File: src/rtl/lsu_byte_seq_if.sv
// Core-side request/response channel of the byte-serial load/store sequencer.
// The core is the master; the sequencer is the slave.
interface lsu_byte_seq_if #(
    parameter int ADDR_W = 19
);
    logic              req_valid;
    logic              req_ready;
    logic              req_we;
    logic [2:0]        req_funct3;
    logic [ADDR_W-1:0] req_addr;
    logic [31:0]       req_wdata;
    logic              resp_valid;
    logic              resp_ready;
    logic [31:0]       resp_rdata;
    logic              resp_err;

    modport master (
        output req_valid, req_we, req_funct3, req_addr, req_wdata, resp_ready,
        input  req_ready, resp_valid, resp_rdata, resp_err
    );

    modport slave (
        input  req_valid, req_we, req_funct3, req_addr, req_wdata, resp_ready,
        output req_ready, resp_valid, resp_rdata, resp_err
    );
endinterface

File: src/rtl/lsu_byte_seq.sv
// Turns one RV32I load/store into little-endian single-byte accesses on a
// byte-wide synchronous RAM port, returning an extended result or an error.
module lsu_byte_seq #(
    parameter int ADDR_W = 19
) (
    input  logic              clk,
    input  logic              rst,
    lsu_byte_seq_if.slave     bus,
    output logic              mem_we,
    output logic [ADDR_W-1:0] mem_addr,
    output logic [7:0]        mem_wd,
    input  logic [7:0]        mem_rd
);
    typedef enum logic [1:0] {IDLE, ISSUE, LAST, RESP} state_t;

    state_t            state, state_nxt;
    logic [ADDR_W-1:0] base_q, addr_hold_q;
    logic [31:0]       wdata_q, asm_q, asm_full, rdata_q;
    logic [2:0]        funct3_q;
    logic              we_q, err_q, req_bad;
    logic [1:0]        k_q, k_prev, last_k;

    function automatic logic bad_req(input logic we, input logic [2:0] f3, input logic [1:0] a);
        logic illegal, misaligned;
        illegal    = we ? (f3 > 3'b010)
                        : !(f3 inside {3'b000, 3'b001, 3'b010, 3'b100, 3'b101});
        misaligned = (f3[1:0] == 2'b01 && a[0]) || (f3[1:0] == 2'b10 && a != 2'b00);
        return illegal || misaligned;
    endfunction

    function automatic logic [31:0] extend(input logic [2:0] f3, input logic [31:0] a);
        case (f3)
            3'b000:  return {{24{a[7]}}, a[7:0]};
            3'b001:  return {{16{a[15]}}, a[15:0]};
            3'b100:  return {24'b0, a[7:0]};
            3'b101:  return {16'b0, a[15:0]};
            default: return a;
        endcase
    endfunction

    assign req_bad = bad_req(bus.req_we, bus.req_funct3, bus.req_addr[1:0]);
    assign k_prev  = k_q - 2'd1;

    // Index of the final byte: size 1, 2 or 4 from funct3[1:0].
    always_comb begin
        case (funct3_q[1:0])
            2'b00:   last_k = 2'd0;
            2'b01:   last_k = 2'd1;
            default: last_k = 2'd3;
        endcase
    end

    // Load result with the byte arriving in LAST merged in.
    always_comb begin
        asm_full                  = asm_q;
        asm_full[8*last_k +: 8]   = mem_rd;
    end

    // NOTE: all registered state uses non-blocking assignments so every
    // flop samples the pre-edge values regardless of process ordering.
    always_ff @(posedge clk) begin
        if (rst) state <= IDLE;
        else     state <= state_nxt;
    end

    // NOTE: every signal written here gets a default first, so no path can
    // leave one unassigned and infer a latch.
    always_comb begin
        state_nxt      = state;
        bus.req_ready  = 1'b0;
        bus.resp_valid = 1'b0;
        mem_we         = 1'b0;
        mem_wd         = 8'h00;
        mem_addr       = addr_hold_q;
        case (state)
            IDLE: begin
                bus.req_ready = 1'b1;
                if (bus.req_valid) state_nxt = req_bad ? RESP : ISSUE;
            end
            ISSUE: begin
                mem_addr = base_q + ADDR_W'(k_q);
                mem_we   = we_q;
                if (we_q) mem_wd = wdata_q[8*k_q +: 8];
                if (k_q == last_k) state_nxt = we_q ? RESP : LAST;
            end
            LAST: state_nxt = RESP;
            RESP: begin
                bus.resp_valid = 1'b1;
                if (bus.resp_ready) state_nxt = IDLE;
            end
            default: state_nxt = IDLE;
        endcase
    end

    // Holding the last presented address keeps the block-select mux (bits
    // [18:11]) steady in LAST, where the final read byte is still in flight.
    always_ff @(posedge clk) begin
        if (rst) begin
            base_q      <= '0;
            addr_hold_q <= '0;
            wdata_q     <= '0;
            funct3_q    <= '0;
            we_q        <= 1'b0;
            k_q         <= '0;
            asm_q       <= '0;
            rdata_q     <= '0;
            err_q       <= 1'b0;
        end else begin
            addr_hold_q <= mem_addr;
            case (state)
                IDLE: if (bus.req_valid) begin
                    base_q   <= bus.req_addr;
                    wdata_q  <= bus.req_wdata;
                    funct3_q <= bus.req_funct3;
                    we_q     <= bus.req_we;
                    k_q      <= '0;
                    err_q    <= req_bad;
                    rdata_q  <= '0;
                end
                ISSUE: begin
                    k_q <= k_q + 2'd1;
                    if (!we_q && k_q != 2'd0) asm_q[8*k_prev +: 8] <= mem_rd;
                end
                LAST: rdata_q <= extend(funct3_q, asm_full);
                RESP: if (bus.resp_ready) begin
                    err_q   <= 1'b0;
                    rdata_q <= '0;
                end
                default: ;
            endcase
        end
    end

    assign bus.resp_rdata = rdata_q;
    assign bus.resp_err   = err_q;
endmodule
File: src/flat_wrapper.sv
// flat-port wrapper written by rule: the top's interface ports become plain ports
module lsu_byte_seq_flat 
#(
    parameter int ADDR_W = 19
)
  (clk, rst, mem_we, mem_addr, mem_wd, mem_rd, bus_req_valid, bus_req_we, bus_req_funct3, bus_req_addr, bus_req_wdata, bus_resp_ready, bus_req_ready, bus_resp_valid, bus_resp_rdata, bus_resp_err);
  lsu_byte_seq_if #(.ADDR_W(ADDR_W)) bus_i ();
  input  logic clk;
  input  logic rst;
  output logic mem_we;
  output logic [ADDR_W-1:0] mem_addr;
  output logic [7:0] mem_wd;
  input  logic [7:0] mem_rd;
  input wire logic [$bits(bus_i.req_valid)-1:0] bus_req_valid;
  input wire logic [$bits(bus_i.req_we)-1:0] bus_req_we;
  input wire logic [$bits(bus_i.req_funct3)-1:0] bus_req_funct3;
  input wire logic [$bits(bus_i.req_addr)-1:0] bus_req_addr;
  input wire logic [$bits(bus_i.req_wdata)-1:0] bus_req_wdata;
  input wire logic [$bits(bus_i.resp_ready)-1:0] bus_resp_ready;
  output wire logic [$bits(bus_i.req_ready)-1:0] bus_req_ready;
  output wire logic [$bits(bus_i.resp_valid)-1:0] bus_resp_valid;
  output wire logic [$bits(bus_i.resp_rdata)-1:0] bus_resp_rdata;
  output wire logic [$bits(bus_i.resp_err)-1:0] bus_resp_err;
  assign bus_i.req_valid = bus_req_valid;
  assign bus_i.req_we = bus_req_we;
  assign bus_i.req_funct3 = bus_req_funct3;
  assign bus_i.req_addr = bus_req_addr;
  assign bus_i.req_wdata = bus_req_wdata;
  assign bus_i.resp_ready = bus_resp_ready;
  assign bus_req_ready = bus_i.req_ready;
  assign bus_resp_valid = bus_i.resp_valid;
  assign bus_resp_rdata = bus_i.resp_rdata;
  assign bus_resp_err = bus_i.resp_err;
  lsu_byte_seq #(.ADDR_W(ADDR_W)) u_core (.clk(clk), .rst(rst), .bus(bus_i), .mem_we(mem_we), .mem_addr(mem_addr), .mem_wd(mem_wd), .mem_rd(mem_rd));
endmodule
File: config.mk
export PLATFORM = sky130hd
export DESIGN_NAME = lsu_byte_seq_flat
export DESIGN_NICKNAME = d
export VERILOG_FILES = /design/src/rtl/lsu_byte_seq_if.sv /design/src/rtl/lsu_byte_seq.sv /design/src/flat_wrapper.sv
export SDC_FILE = /design/constraint.sdc
export NUM_CORES = 1
export LEC_CHECK = 0
export CORE_MARGIN = 5
export CORE_UTILIZATION = 50
export CTS_CLUSTER_DIAMETER = 80
export DETAILED_ROUTE_END_ITERATION = 10
export PLACE_DENSITY = 0.86
export SETUP_SLACK_MARGIN = 0.4
export SKIP_CTS_REPAIR_TIMING = 1
export SLEW_MARGIN = 20
export SYNTH_ARGS = -nofsm -noshare
export SYNTH_HDL_FRONTEND = slang
export SYNTH_SLANG_ARGS = --single-unit
File: constraint.sdc
create_clock -name clk -period 6.5 [get_ports clk]
set_input_delay 1.95 -clock clk [delete_from_list [all_inputs] [get_ports clk]]
set_output_delay 1.95 -clock clk [all_outputs]
set_load 0.005 [all_outputs]
# Yosys cells after proc, flatten, opt, wreduce, memory -nomap -nowiden
# Index checks and enable logic that the tools add are counted.
[totals] reg_bits=143 input_bits=67 wordCells=86
[op_classes] addsub=5 magnitude_cmp=1 eq_ne=17 n_shift=5 mux=25 n_reduce_logical=23
[op_table] op="one-hot mux 32 bit (4 select lines)" n=1
[op_table] op="one-hot mux 32 bit (3 select lines)" n=1
[op_table] op="negation 5 -> 34 bit" n=2
[op_table] op="variable shift 8 x 34 -> 32 bit, first input constant" n=2
[op_table] op="variable part select 8 x 34 -> 32 bit" n=2
[op_table] op="bitwise mux 32 bit" n=2
[op_table] op="two-way mux 32 bit" n=2
[op_table] op="variable part select 32 x 6 -> 8 bit" n=1
[op_table] op="adder 19 x 2 -> 19 bit" n=1
[op_table] op="two-way mux 19 bit" n=1
[op_table] op="two-way mux 8 bit" n=2
[op_table] op="== test 3 bit, second input constant" n=4
[op_table] op="two-way mux 2 bit" n=5
[op_table] op="AND reduction 3 bit" n=3
[op_table] op="one-hot mux 2 bit (2 select lines)" n=2
[op_table] op="one-hot mux 2 bit (4 select lines)" n=1
[op_table] op="nonzero test 2 bit" n=4
[op_table] op="two-way mux 1 bit" n=7
[op_table] op="== test 2 x 1 -> 1 bit, second input constant" n=3
[op_table] op="== test 2 bit, second input constant" n=3
[op_table] op="== test 3 x 1 -> 1 bit, second input constant" n=2
[op_table] op="zero test 3 bit" n=2
[op_table] op="AND reduction 2 bit" n=3
[op_table] op="nonzero test 5 bit" n=1
[op_table] op="13 further kinds" n=19

# Logic depth before layout (Yosys ltp)
[depth] word_depth=8 depth_mapped=8 mapped_depth_nobuf=6

# Worst setup path after synthesis
# OpenSTA, ideal clock, no wires.
[synth_timing] path_type="reg-to-output" startpoint="register u_core.k_q[0]" endpoint="output mem_addr[18]" arrival_ns=1.981 t_required_ns=4.550 setup_slack_ns=2.569 stages_incl_launch_ff=7 path_buffers=0 path_cell_list="dfxtp_1 > ha_1 > fa_1 > nand3_1 > or3_4 > or4_4 > a31oi_1"
[synth_via] elab_chain_len=2
[synth_lines] element="from (decl)" line_no="lsu_byte_seq.sv:21" text="logic [1:0] k_q, k_prev, last_k;"
[synth_lines] element="from (signal assigned)" line_no="lsu_byte_seq.sv:121" text="k_q <= k_q + 2'd1;"
[synth_lines] element="adder 19 x 2 -> 19 bit" line_no="lsu_byte_seq.sv:81" text="mem_addr = base_q + ADDR_W'(k_q);"
[synth_lines] element="two-way mux 19 bit" line_no="lsu_byte_seq.sv:75" text="case (state)"
[synth_lines] element="to (decl)" line_no="flat_wrapper.sv:11" text="output logic [ADDR_W-1:0] mem_addr;"
# Every way passes these cells.

# Worst setup path in the final report
# Same ends and word-level chain as after synthesis.

==> results.toml <==
[synthesis]
syn_nets = 821
synth_top_cell_by_area = "dfxtp_1"
synth_seq_area_share_pct = 44.4
synth_top_area_share_pct = 44.4
netlist-cell-type-count = 48
ys_ff_latch = 135
synth-main-ff-cell = "dfxtp_1"
postSynthCellCount = 741
avgSynthCellArea_um2 = 8.21
ys.warnings.count = 0
synthArstFlopShare_pct = 0
synth_most_common_cell = "nand2_1"
yosys-top-cells-area = "dfxtp_1 (44%), nand2_1 (10%), a21oi_1 (9.0%)"
synth_area_um2 = 6080
synth_edf_count = 0
yosys-top-cells-count = "nand2_1 (163), dfxtp_1 (135), a21oi_1 (109)"

[drt]
vias = 5674
wl_mm = 16.3
drtIter0Drc = 429
viasPerCell = 5.69
wire_per_inst_um = 16.4
first_pass_iters = 7
antenna_left = 0
drc = 0

[worst_setup_path]
endpoint_kind = "primary output"
worst-setup-path-type = "reg -> out"
cp.required_ns = 4.55
crit_fanout = 18
arrival_ns = 3.76
cp-start-kind = "register"

[timing]
rsz0062_at_grt = "no"
final-setup-viol-count = 0
period_needed_ns = 5.71
maxSlewViolCount = 0
period_share_pct = 87.9
tns_ns = 0
worst_pin_slew_ns = 1.04
fin_skew_ns = 0.0104
fmax_mhz = 175
max_slew_margin_pct = 30.4
hold_violations = 0

[final_layout]
area_delta_synth_final_pct = 31.4
drive_gt1_share_pct = 8.00
stdcell_area_um2 = 8000
n_antenna_cell = 0
fin_nets = 918
fillers = 1014

[outcome]
status = "finished, final reports clean"

[grt]
globalRouteTotalUtil_pct = 22.4
grt_overflow = 0
grt_use_met1_pct = 26.2
grt_pass1_vias = 5355
use_met2_pct = 39.5
grt_antenna_before_repair = 0
grt_max_degree = 73
grt_first_pass_wirelength_mm = 26.1
grt-busiest-layer = "met2"
grt_use_met3_pct = 4.54

[job]
max_cap_viol_count = 0

[die]
design.die.area_um2 = 14500
die-height_um = 120
io_pins = 130
initial_core_util_pct = 50.9
placementRows = 40
core_um2 = 12000
die_x_um = 120

[worst_hold_path]
min_path_type = "reg -> reg"

[clocking]
ctsHtreeMaxLevel = 4
clock_path_buffers = 2
cts_root_buf = "clkbuf_16"
numCtsBuffers = 17
cts_tree = "done"
path_clk_slew_ns = 0.06
insertion_delay_ns = 0.42
numClockSinks = 135

[placed_design]
place_area_um2 = 7390
hpwl_mm = 11.0
place_congestion = 0.927
io_buffers = 129

[power_and_ir_drop]
p_leak_uw = 0.00278
power_density_nw_per_um2 = 378
peakVddDrop_uv = 208
cells by family after synthesis:
| kind of cell | count (synthesis) | share of synthesized area [%] |
|---|---|---|
| multiplexers | 20 | 5.14 |
| adder cells (fa/ha/maj) | 13 | 2.80 |
| AO/OA/AOI/OAI | 168 | 16.8 |
| flip-flops | 135 | 44.4 |
| buffers and inverters | 66 | 4.13 |
| AND/OR/NAND/NOR | 328 | 25.2 |
| XOR/XNOR | 11 | 1.58 |
layer usage:
metal | vias to the layer above | part of all wire [%] | routed length, um
met3 | 39 | 5.3 | 865
met4 | 0 | 2.9 | 474
met5 | - | 0 | 0
met2 | 188 | 51 | 8290
met1 | 2664 | 41 | 6700
li1 | 2783 | - | -
worst max-delay path, stage by stage (launching register included):
cell             delay (ns)
dfxtp_1                0.90
ha_1                   0.35
fa_1                   0.27
nand3_1                0.16
or3_4                  0.38
or4_4                  0.49
a31oi_1                0.25
clkdlybuf4s50_1        0.54
power by group:
group | total [uW] | internal (uW) | switching (uW)
Clock | 983 | 620 | 363
Sequential | 1090 | 971 | 122
Combinational | 945 | 451 | 494
cells in the final DEF, fill, tap and decap left out, types with 5 or more instances in the layout:
master and n:
nor2b_1 11, clkbuf_16 17, nand4_1 5, nor2_1 38
xor2_1 7, nand2_1 163, nor3_1 6, mux2_2 10
ha_1 11, inv_1 11, clkdlybuf4s50_1 128, nor4_1 7
dfxtp_1 135, nand2b_1 18, a32o_1 7, a211oi_1 9
o21ai_0 7, and2_1 19, mux4_2 8, nand3_1 41
a21oi_1 109, a32oi_1 16, buf_4 5
state kept, by name (all words and copies together), names as in the netlist:
register and count:
u_core.funct3_q 3, u_core.state 2, u_core.addr_hold_q 19, u_core.k_q 2
u_core.wdata_q 32, u_core.we_q 1, u_core.bus.resp_err 1, u_core.asm_q 24
u_core.bus.resp_rdata 32, u_core.base_q 19
cell type report:
type                    count  area, um2  share of cell area (%)
inverters                  11       41.3                   0.516
clock buffers              19        453                    5.66
flip-flops and latches    135       2700                    33.8
clock inverters            12        151                    1.89
repair buffers            133       1320                    16.5
multi-input cells         540       3150                    39.3
well taps                 147        184                    2.30
path summary, 6_finish.rpt:
check	start	slack (ns)	cells past startpoint	endpoint
hold reg to reg	u_core.asm_q[16]	0.45	2	u_core.asm_q[16]
setup / recovery	u_core.k_q[0]	0.79	7	mem_addr[18]
setup reg to reg	u_core.k_q[0]	3.60	6	u_core.addr_hold_q[18]
hold / removal	u_core.asm_q[16]	0.45	2	u_core.asm_q[16]
stage by stage:
stage	hold slack (ns)	worst slack [ns]	power, uW	instances	util, %
2_1_floorplan	0.427	2.57	1640	741	-
3_3_place_gp	0.434	1.26	2020	966	61.8
3_5_place_dp	0.440	1.18	2050	966	61.8
4_1_cts	0.447	0.712	3030	997	66.8
5_1_grt	0.459	0.603	3190	997	66.9
6_report	0.447	0.785	3020	997	66.9
Note: power is estimated with default switching activity, not from simulation.
